## config.mk

```make
export PLATFORM = sky130hd
export DESIGN_NAME = mc_ctrl
export DESIGN_NICKNAME = d
export VERILOG_FILES = /design/src/rtl/mc_ctrl.sv
export SDC_FILE = /design/constraint.sdc
export NUM_CORES = 1
export LEC_CHECK = 0
export CAP_MARGIN = 15
export CELL_PAD_IN_SITES_DETAIL_PLACEMENT = 0
export CELL_PAD_IN_SITES_GLOBAL_PLACEMENT = 1
export CORE_ASPECT_RATIO = 1.1
export CORE_MARGIN = 8
export CORE_UTILIZATION = 23
export DETAILED_ROUTE_END_ITERATION = 12
export GPL_TIMING_DRIVEN = 0
export HOLD_SLACK_MARGIN = 0.05
export PLACE_DENSITY_LB_ADDON = 0.25
export SLEW_MARGIN = 0
export SYNTH_ARGS = -nofsm -noshare
export SYNTH_HDL_FRONTEND = slang
export SYNTH_SLANG_ARGS = --single-unit
export TNS_END_PERCENT = 5
```

## constraint.sdc

```tcl
create_clock -name clk -period 6.6 [get_ports clk]
set_input_delay 1.98 -clock clk [delete_from_list [all_inputs] [get_ports clk]]
set_output_delay 1.98 -clock clk [all_outputs]
set_load 0.02 [all_outputs]
```

## src/rtl/mc_ctrl.sv

```systemverilog
// mc_ctrl: multi-cycle control FSM for the MIPS-subset CPU.
// Sequences IF -> ID -> EXE -> MEM -> WB over a shared datapath and drives
// write strobes and mux selects from state, opcode, funct and the ALU zero flag.
// Optional build macro MC_MEM_WAIT_EN adds a mem_rdy input. With it, IF and MEM
// stall until the memory reports ready.
module mc_ctrl #(
   parameter int ALUOP_W = 3
) (
   input  logic               clk,
   input  logic               rst_n,
   input  logic [5:0]         opcode,
   input  logic [5:0]         funct,
   input  logic               zero,
`ifdef MC_MEM_WAIT_EN
   input  logic               mem_rdy,
`endif
   output logic               pc_wr,
   output logic [1:0]         npc_op,
   output logic               ir_wr,
   output logic [1:0]         ext_ctr,
   output logic               alu_src,
   output logic [ALUOP_W-1:0] alu_op,
   output logic               mem_wr,
   output logic               reg_wr,
   output logic               reg_dst,
   output logic               mem_to_reg,
   output logic               illegal,
   output logic [2:0]         state_o
);

   typedef enum logic [2:0] {
      S_IF  = 3'd0,
      S_ID  = 3'd1,
      S_EXE = 3'd2,
      S_MEM = 3'd3,
      S_WB  = 3'd4
   } state_t;

   localparam logic [5:0] OP_RTYPE = 6'b000000;
   localparam logic [5:0] OP_ADDIU = 6'b001001;
   localparam logic [5:0] OP_ORI   = 6'b001101;
   localparam logic [5:0] OP_LUI   = 6'b001111;
   localparam logic [5:0] OP_LW    = 6'b100011;
   localparam logic [5:0] OP_SW    = 6'b101011;
   localparam logic [5:0] OP_BEQ   = 6'b000100;
   localparam logic [5:0] OP_J     = 6'b000010;
   localparam logic [5:0] FN_ADDU  = 6'b100001;
   localparam logic [5:0] FN_SUBU  = 6'b100011;
   localparam logic [5:0] FN_SLT   = 6'b101010;

   localparam logic [ALUOP_W-1:0] ALU_ADD = ALUOP_W'(3'd0);
   localparam logic [ALUOP_W-1:0] ALU_SUB = ALUOP_W'(3'd1);
   localparam logic [ALUOP_W-1:0] ALU_OR  = ALUOP_W'(3'd2);
   localparam logic [ALUOP_W-1:0] ALU_SLT = ALUOP_W'(3'd3);

   state_t             state_r;
   state_t             next_state_s;
   logic               mem_rdy_s;
   logic               is_r_s;
   logic               is_lw_s;
   logic               is_sw_s;
   logic               is_beq_s;
   logic               is_j_s;
   logic               legal_s;
   logic [1:0]         dec_ext_s;
   logic               dec_src_s;
   logic [ALUOP_W-1:0] dec_aluop_s;

`ifdef MC_MEM_WAIT_EN
   assign mem_rdy_s = mem_rdy;
`else
   assign mem_rdy_s = 1'b1;
`endif

   assign state_o = state_r;

   // State register; the low-active reset is sampled on the clock edge.
   always_ff @(posedge clk) begin
      if (!rst_n) begin
         state_r <= S_IF;
      end else begin
         state_r <= next_state_s;
      end
   end

   // Instruction decode. The EXE-stage selects are derived from the IR alone,
   // so they stay stable through MEM and WB of the same instruction.
   always_comb begin
      is_r_s      = (opcode == OP_RTYPE);
      is_lw_s     = (opcode == OP_LW);
      is_sw_s     = (opcode == OP_SW);
      is_beq_s    = (opcode == OP_BEQ);
      is_j_s      = (opcode == OP_J);
      legal_s     = 1'b0;
      dec_ext_s   = 2'b00;
      dec_src_s   = 1'b0;
      dec_aluop_s = ALU_ADD;
      case (opcode)
         OP_RTYPE: begin
            case (funct)
               FN_ADDU: begin legal_s = 1'b1; dec_aluop_s = ALU_ADD; end
               FN_SUBU: begin legal_s = 1'b1; dec_aluop_s = ALU_SUB; end
               FN_SLT:  begin legal_s = 1'b1; dec_aluop_s = ALU_SLT; end
               default: begin legal_s = 1'b0; dec_aluop_s = ALU_ADD; end
            endcase
         end
         OP_ADDIU: begin legal_s = 1'b1; dec_src_s = 1'b1; dec_aluop_s = ALU_ADD; end
         OP_ORI: begin
            legal_s     = 1'b1;
            dec_ext_s   = 2'b01;
            dec_src_s   = 1'b1;
            dec_aluop_s = ALU_OR;
         end
         OP_LUI: begin
            legal_s     = 1'b1;
            dec_ext_s   = 2'b10;
            dec_src_s   = 1'b1;
            dec_aluop_s = ALU_ADD;
         end
         OP_LW:   begin legal_s = 1'b1; dec_src_s = 1'b1; dec_aluop_s = ALU_ADD; end
         OP_SW:   begin legal_s = 1'b1; dec_src_s = 1'b1; dec_aluop_s = ALU_ADD; end
         OP_BEQ:  begin legal_s = 1'b1; dec_src_s = 1'b0; dec_aluop_s = ALU_SUB; end
         OP_J:    begin legal_s = 1'b1; end
         default: begin legal_s = 1'b0; end
      endcase
   end

   // Next-state and per-cycle strobes/selects; everything is held at 0 in reset.
   always_comb begin
      next_state_s = S_IF;
      pc_wr        = 1'b0;
      npc_op       = 2'b00;
      ir_wr        = 1'b0;
      ext_ctr      = 2'b00;
      alu_src      = 1'b0;
      alu_op       = ALU_ADD;
      mem_wr       = 1'b0;
      reg_wr       = 1'b0;
      reg_dst      = 1'b0;
      mem_to_reg   = 1'b0;
      illegal      = 1'b0;
      if (!rst_n) begin
         next_state_s = S_IF;
      end else begin
         case (state_r)
            S_IF: begin
               // Fetch completes only on a ready cycle; PC and IR load together.
               ir_wr  = mem_rdy_s;
               pc_wr  = mem_rdy_s;
               npc_op = 2'b00;
               if (mem_rdy_s) begin
                  next_state_s = S_ID;
               end else begin
                  next_state_s = S_IF;
               end
            end
            S_ID: begin
               if (is_j_s) begin
                  pc_wr        = 1'b1;
                  npc_op       = 2'b10;
                  next_state_s = S_IF;
               end else if (!legal_s) begin
                  illegal      = 1'b1;
                  next_state_s = S_IF;
               end else begin
                  next_state_s = S_EXE;
               end
            end
            S_EXE: begin
               ext_ctr = dec_ext_s;
               alu_src = dec_src_s;
               alu_op  = dec_aluop_s;
               if (is_beq_s) begin
                  pc_wr        = zero;
                  npc_op       = 2'b01;
                  next_state_s = S_IF;
               end else if (is_lw_s || is_sw_s) begin
                  next_state_s = S_MEM;
               end else begin
                  next_state_s = S_WB;
               end
            end
            S_MEM: begin
               ext_ctr = dec_ext_s;
               alu_src = dec_src_s;
               alu_op  = dec_aluop_s;
               if (is_sw_s) begin
                  // Store is held asserted for the whole access, ready cycle included.
                  mem_wr = 1'b1;
                  if (mem_rdy_s) begin
                     next_state_s = S_IF;
                  end else begin
                     next_state_s = S_MEM;
                  end
               end else if (is_lw_s) begin
                  if (mem_rdy_s) begin
                     next_state_s = S_WB;
                  end else begin
                     next_state_s = S_MEM;
                  end
               end else begin
                  next_state_s = S_IF;
               end
            end
            S_WB: begin
               ext_ctr      = dec_ext_s;
               alu_src      = dec_src_s;
               alu_op       = dec_aluop_s;
               reg_wr       = 1'b1;
               reg_dst      = is_r_s;
               mem_to_reg   = is_lw_s;
               next_state_s = S_IF;
            end
            default: begin
               next_state_s = S_IF;
            end
         endcase
      end
   end

endmodule

```

# --- After elaboration in Yosys (flattened, before gate mapping) ---
# Cells that the tools add are included.
op_classes:
  eq_ne: 14
  n_mux: 42
  n_reduce_logical: 7
ops:
  columns: ["op", "n"]
  rows:
  - ["6-bit == test (second input constant)", 5]
  - ["1-bit 2-to-1 mux", 23]
  - ["6-bit by 4-bit == test with 1-bit output (second input constant)", 3]
  - ["3-bit 2-to-1 mux", 6]
  - ["2-bit 2-to-1 mux", 6]
  - ["2-bit case mux with 2 select lines", 3]
  - ["3-bit case mux with 4 select lines", 1]
  - ["7-bit OR reduction", 1]
  - ["3-bit by 2-bit == test with 1-bit output (second input constant)", 2]
  - ["6-bit by 2-bit == test with 1-bit output (second input constant)", 1]
  - ["6-bit by 3-bit == test with 1-bit output (second input constant)", 1]
  - ["6-bit logical NOT", 1]
  - ["2-bit case mux with 3 select lines", 1]
  - ["3-bit OR reduction", 2]
  - ["5-bit OR reduction", 1]
  - ["3-bit by 1-bit == test with 1-bit output (second input constant)", 1]
  - ["3-bit == test (second input constant)", 1]
  - ["3-bit logical NOT", 1]
  - ["1-bit case mux with 3 select lines", 1]
  - ["1-bit case mux with 2 select lines", 1]
  - ["1-bit logical OR", 1]
totals:
  ff_bits: 3
  in_bits: 15
  out_inout_bits: 18
  word_cells: 64

# --- Longest topological paths before layout ---
# Gate-level depths: netlist (run 1).
logic_depth:
  depth_word: 8
  depth_mapped: 5
  ltp_nobuf: 4

# --- Worst setup path after synthesis (run 1) ---
# OpenSTA, ideal clock, no wires.
synth_timing:
  path_kind: "input to output"
  from: "input port opcode[5]"
  to: "output port npc_op[1]"
  arrival_ns: 3.511
  t_required_ns: 4.620
  setup_slack_ns: 1.109
  cell_stages: 3
  path_buffers: 0
  path_cell_list: "or3_1 or3_2 nor4_1"
synth_via:
  elab_chain_cells: 4
synth_rtl:
  columns: ["element", "line", "text"]
  rows:
  - ["start: declaration", "11", "input logic [5:0] opcode,"]
  - ["6-bit by 2-bit == test with 1-bit output", "93", "is_j_s = (opcode == OP_J);"]
  - ["2-bit 2-to-1 mux", "158", "if (is_j_s) begin"]
  - ["2-bit case mux with 2 select lines", "145", "case (state_r)"]
  - ["2-bit 2-to-1 mux", "142", "if (!rst_n) begin"]
  - ["end: declaration", "18", "output logic [1:0] npc_op,"]
# No other way between the ends.

# --- Final worst setup path (run 1) ---
layout_timing:
  from: "input port opcode[5]"
  to: "output port pc_wr"
layout_via:
  elab_chain_cells: 4
  elab_cells_between_ends: 6
  cone_classes: "eq/ne (2); mux (4)"
layout_rtl:
  columns: ["element", "line", "text"]
  rows:
  - ["6-bit by 3-bit == test with 1-bit output or 6-bit by 2-bit == test with 1-bit output (tied branches)", "92, 93", null]
  - ["1-bit 2-to-1 mux, on equally long branches", "173, 158", null]
  - ["1-bit case mux with 3 select lines *", "145", null]
  - ["1-bit 2-to-1 mux *", "142", null]
  - ["end: declaration", "17", "output logic pc_wr,"]
# Every way passes the cells marked *; elsewhere a longest branch is shown, timed or not.

==> flow_metrics.tcl, run 1 <==
set metrics [dict create \
    finalSetupViolations 0 \
    drive_above_1_share_pct 9.80 \
    holdWs_ns 0.619 \
    ys_warn_count 0 \
    utilization_pct 42.2 \
    cts_setup_buffers 0 \
    crit_path_end_kind "primary output" \
    worst-path-max-fanout 4 \
    run_status "complete, no violations" \
    cts-buffers-inserted 3 \
    drt_iter0_markers 7 \
    syn_to_final_growth_pct 77.9 \
    vias 609 \
    synthesis.area_um2 464 \
    p_leak_nw 0.290 \
    wl_met3_um 104 \
    fin_crit_sh_pct 95.1 \
    r2r-start "state_o[0]" \
    ys_ff_latch 3 \
    cts_sinks 3 \
    die_y_um 63.1 \
    syn_nets 83 \
    place_congestion 0.687 \
    grt_max_degree 10 \
    clk_path_buf_depth 2 \
    num_rows 17 \
    wl_met2_um 832 \
    period_minus_slack_ns 6.28 \
    htree_levels 1 \
    critical_path.startpoint_type "input port" \
    diodes 0 \
    wirelength_um 1720 \
    highest_layer "met3" \
    ctsRootBufferMaster "clkbuf_4" \
    grt_use_total_pct 9.99 \
    critPathArrivalTime_ns 4.30 \
    cts_tree "yes" \
    initial_core_util_pct 23.7 \
    portBuffers 30 \
    grt_overflow 0 \
    synth.avg_cell_area_um2 6.83 \
    final_hold_viol_count 0 \
    fin_tns_setup_ns 0 \
    criticalPathCategory "in2out" \
    r2r.worst_path.cells 4 \
    wire_per_inst_um 13.3 \
    syn_inst 68 \
    clk_latency_ns 0.23 \
    synth_cell_types 36 \
    grt_pass1_wl_um 3020 \
    hold_start "state_o[1]" \
    cap_violations 0 \
    ir_worst_vdd_v 0.0000920 \
    fin_skew_ns 0.000537 \
    core-area_um2 1960 \
    antenna_found_initial 0 \
    detail-route-antenna-nets 0 \
    max_clock_freq_mhz 159 \
    timing.reg2reg.setup_slack_ns 5.32 \
    cts_resized 0 \
    final_nets 118 \
    grt_setup_unrepaired "false" \
    m1WireLength_um 786 \
    hold_path_class "reg2reg" \
    rr_endpoint "state_o[2]" \
    holdBufCountCts 0 \
    slew_viol_final 0 \
    pin_count 33 \
    largest_reg_flops 3 \
    viasPerCell 4.68 \
    worstHoldEndpoint "state_o[2]" \
    hold_depth 2 \
    p_per_area_nw_per_um2 100 \
    die-area_um2 3710 \
    drtPass1Iterations 3 \
    seq_area_frac_synth_pct 12.9 \
    worstSetupStartpoint "opcode[5]" \
    required_ns 4.62 \
    clkTransAtPathRegs_ns 0.04 \
    drc 0 \
    grt_pass1_vias 672 \
    place.detailed.hpwl_um 1380 \
    die_x_um 58.8 \
]
## how the worst max path moves through the flow
| stage | endpoint | slack (ns) | cells past startpoint |
|---|---|---|---|
| final | pc_wr | 0.32 | 6 |
| after global routing | pc_wr | 0.21 | 6 |
| after global placement | pc_wr | 0.32 | 6 |
| after floorplan | npc_op[1] | 1.11 | 3 |
| after CTS | pc_wr | 0.32 | 6 |
| after detailed placement | pc_wr | 0.33 | 6 |
## where the power goes
part / switching, W / total [W] / internal (W) / leakage [nW]
clock network: 0.00000947 / 0.0000321 / 0.0000227 / 0.0150
registers: 0.000000500 / 0.0000194 / 0.0000189 / 0.0245
logic: 0.0000152 / 0.0000312 / 0.0000160 / 0.250
total: 0.0000251 / 0.0000827 / 0.0000576 / 0.290
## through the flow
| stage | worst slack [ns] | instance area (µm²) | cells | total power [W] |
|---|---|---|---|---|
| 6_report | 0.321 | 826 | 130 | 0.0000827 |
| 5_1_grt | 0.214 | 826 | 130 | 0.0000908 |
| 4_1_cts | 0.317 | 826 | 130 | 0.0000839 |
| 3_5_place_dp | 0.334 | 800 | 126 | 0.0000505 |
| 3_3_place_gp | 0.323 | 800 | 126 | 0.0000505 |
| 2_1_floorplan | 1.11 | 464 | 68 | 0.0000344 |
## synth_stat cells (all sizes together)
cell type  instances  area [µm²]
a2111oi            1        10.0
a21o               2        15.0
a21oi              3        18.8
a31oi              2        12.5
and2               2        12.5
buf                1        7.51
clkbuf             3        12.5
conb               1        3.75
dfxtp              3        60.1
inv                5        18.8
mux2               1        11.3
nand2              4        15.0
nand2b             4        25.0
nand3              1        5.00
nand3b             1        7.51
nand4              3        18.8
nand4b             1        8.76
nor2               3        11.3
nor2b              1        6.26
nor3               8        40.0
nor3b              2        15.0
nor4               3        25.0
nor4b              1        8.76
nor4bb             1        10.0
o22ai              1        6.26
o2bb2ai            1        8.76
or2b               1        7.51
or3                4        26.3
or3b               1        8.76
or4b               1        10.0
xnor2              1        8.76
xor2               1        8.76
## worst max-delay path, cell delays in order
cell,delay [ns]
clkdlybuf4s50_1,0.45
or3_1,0.45
or3_2,0.51
o22ai_1,0.15
and2_1,0.14
clkdlybuf4s50_1,0.61
## layer usage
layer  up-vias  global-route usage, %
met3         0                   3.25
li1        318                      -
met1       273                   11.0
met4         0                   3.59
met2        18                   17.1
met5         -                      0
## area by class of cell
class	count	area (µm²)
multi-input cells	56	365
fillers	219	1130
clock buffers	4	26.3
flip-flops and latches	3	60.1
plain buffers	4	20.0
inverters	5	18.8
repair buffers	30	300
well taps	28	35.0
## kinds of logic after synthesis
logic type | after synthesis | share of synthesized area, %
buf+inv | 9 | 8.36
compound gates | 10 | 15.4
other cells | 1 | 0.808
mux | 1 | 2.43
xor+xnor | 2 | 3.77
simple gates | 42 | 56.3
flops | 3 | 12.9
## layout by cell type (no fill, tap or decap), drive strengths merged
cell type / count
o22ai: 1
a21o: 2
nor2b: 1
a21oi: 3
or3: 4
nor3b: 2
xor2: 1
dfxtp: 3
or2b: 1
nor2: 3
buf: 1
xnor2: 1
a31oi: 2
or4b: 1
nand2: 4
mux2: 1
nand3: 1
and2: 2
nor4b: 1
a2111oi: 1
nor4bb: 1
or3b: 1
inv: 5
clkdlybuf4s50: 30
nand4b: 1
o2bb2ai: 1
nor3: 8
nand4: 3
clkbuf: 7
nor4: 3
conb: 1
nand3b: 1
nand2b: 4
(Power assumes the default switching activity.)
==> run 2: changes to the inputs <==
--- a/config.mk
+++ b/config.mk
@@ -5,13 +5,13 @@
 export SDC_FILE = /design/constraint.sdc
 export NUM_CORES = 1
 export LEC_CHECK = 0
-export CAP_MARGIN = 15
 export CELL_PAD_IN_SITES_DETAIL_PLACEMENT = 0
 export CELL_PAD_IN_SITES_GLOBAL_PLACEMENT = 1
 export CORE_ASPECT_RATIO = 1.1
 export CORE_MARGIN = 8
-export CORE_UTILIZATION = 23
+export CORE_UTILIZATION = 19
 export DETAILED_ROUTE_END_ITERATION = 12
+export GPL_ROUTABILITY_DRIVEN = 0
 export GPL_TIMING_DRIVEN = 0
 export HOLD_SLACK_MARGIN = 0.05
 export PLACE_DENSITY_LB_ADDON = 0.25
==> constraint.sdc (replaced) <==
create_clock -name clk -period 5.3 [get_ports clk]
set_input_delay 1.59 -clock clk [delete_from_list [all_inputs] [get_ports clk]]
set_output_delay 1.59 -clock clk [all_outputs]
set_load 0.02 [all_outputs]
==> run 2 against run 1 <==
Global-route usage fell by 2.1 points. Clock power rose by 23%. Sequential cell count did not move. Cell count rose by 2.3%. Critical endpoint unchanged. Largest power group unchanged.
==> flow_metrics.tcl, run 2 (synthesis results as in run 1) <==
set metrics [dict create \
    antenna_found_initial 0 \
    final_common_cell "clkdlybuf4s50_1" \
    crit_path_end_kind "primary output" \
    cts_tree "yes" \
    htree_levels 1 \
    wirelength_um 1720 \
    clk_path_buf_depth 2 \
    cts-buffers-inserted 3 \
    cts_sinks 3 \
    cp.depth 6 \
    final_nets 118 \
    holdWs_ns 0.613 \
    period_minus_slack_ns 5.20 \
    dp_cells 129 \
    die_x_um 63.1 \
    die_y_um 67.8 \
    p_leak_nw 0.351 \
    drt_iter0_markers 14 \
    required_ns 3.71 \
    initial_core_util_pct 19.3 \
    cap_violations 0 \
    clkTransAtPathRegs_ns 0.04 \
    grt_setup_unrepaired "true" \
    syn_to_final_growth_pct 78.4 \
    diodes 0 \
    crit_slowest_cell "or3_2" \
    hold_depth 2 \
    detail-route-antenna-nets 0 \
    critPathArrivalTime_ns 3.61 \
    pin_count 33 \
    final_cell_mix "clkdlybuf4s50_1 (22), nor3_1 (8), inv_1 (5), dlygate4sd2_1 (5)" \
    slew_viol_final 0 \
    drtPass1Iterations 2 \
    timing.critical_path.buf_inv 2 \
    drc 0 \
    fin_skew_ns 0.00153 \
    die-area_um2 4280 \
    grt_overflow 0 \
    wire_per_inst_um 12.9 \
    crit_path_max_incr_delay_ns 0.51 \
    run_status "complete, no violations" \
    portBuffers 30 \
    drive_above_1_share_pct 9.80 \
    num_rows 19 \
    fin_crit_sh_pct 98.1 \
    fin_tns_setup_ns 0 \
    grt_pass1_wl_um 2770 \
    clk_latency_ns 0.23 \
    place.detailed.hpwl_um 1440 \
    p_per_area_nw_per_um2 123 \
    critical_path.startpoint_type "input port" \
    max_clock_freq_mhz 192 \
    path_cells "clkdlybuf4s50_1 -> or3_1 -> or3_2 -> o22ai_1 -> and2_1 -> clkdlybuf4s15_1" \
    final_hold_viol_count 0 \
    grt_max_degree 10 \
    utilization_pct 34.5 \
    core-area_um2 2400 \
    finalSetupViolations 0 \
    ctsRootBufferMaster "clkbuf_4" \
    ir_worst_vdd_v 0.000125 \
    grt_pass1_vias 640 \
    grt_use_total_pct 7.88 \
    timing.reg2reg.setup_slack_ns 4.03 \
    largest_reg_flops 3 \
    criticalPathCategory "in2out" \
    worst-path-max-fanout 6 \
    vias 599 \
    hold_path_class "reg2reg" \
    r2r.worst_path.cells 4 \
    viasPerCell 4.50 \
    instances_no_fill 133 \
    cp_top_family "simple AND/OR/NAND/NOR gates" \
    fillers 259 \
]
## run 2: cell count changes in the layout (fill, tap and decap cells not counted), sizes merged
cell / previous run / this run
dlymetal6s2s: 0 / 2
clkdlybuf4s15: 0 / 1
dlygate4sd2: 0 / 5
clkdlybuf4s50: 30 / 22
## run 2: power by group
group / internal [W] / total (W) / switching, W
registers: 0.0000235 / 0.0000241 / 0.000000598
clock network: 0.0000282 / 0.0000395 / 0.0000114
logic: 0.0000193 / 0.0000378 / 0.0000185
total: 0.0000710 / 0.000102 / 0.0000305
## run 2: layout make-up
| class | instances | area, µm² | share of cell area (%) |
|---|---|---|---|
| Multi-Input combinational cell | 56 | 365 | 44.1 |
| Timing Repair Buffer | 30 | 299 | 36.1 |
| Sequential cell | 3 | 60.1 | 7.25 |
| Tap cell | 31 | 38.8 | 4.68 |
| Clock buffer | 4 | 26.3 | 3.17 |
| Buffer | 4 | 20.0 | 2.42 |
| Inverter | 5 | 18.8 | 2.27 |
## run 2: metrics by stage
stage / cell area, µm² / total power [W] / setup slack, ns
after global routing: 828 / 0.000109 / -0.00325
after CTS: 822 / 0.000104 / 0.0118
after detailed placement: 803 / 0.0000631 / -0.197
final: 828 / 0.000102 / 0.0994
after global placement: 803 / 0.0000631 / -0.210
after floorplan: 464 / 0.0000428 / 0.589
## run 2: worst register-to-register path, cell delays in order, from the launching register on
cell      delay (ns)
dfxtp_1         0.31
clkbuf_1        0.30
inv_1           0.09
or3_1           0.36
a21oi_2         0.13
## run 2: final timing paths
check                  start    endpoint
setup / recovery   opcode[0]       pc_wr
setup reg to reg  state_o[0]  state_o[2]
hold reg to reg   state_o[1]  state_o[2]
hold / removal    state_o[1]  state_o[2]
## run 2: metal layers
layer,up-vias,GRT usage [%],share of wire (%)
li1,318,-,-
met1,261,8.28,45
met3,0,3.93,7.8
met5,-,0,0
met2,20,14.1,47
met4,0,1.71,0
## run 2: what timing repair did
| item | 4_1_cts | 5_1_grt |
|---|---|---|
| setup buffers | 0 | 0 |
| gates resized for setup | 6 | 3 |
| setup endpoints to repair | 6 | 3 |
| gates cloned | 0 | 0 |
| hold buffers | 0 | 0 |
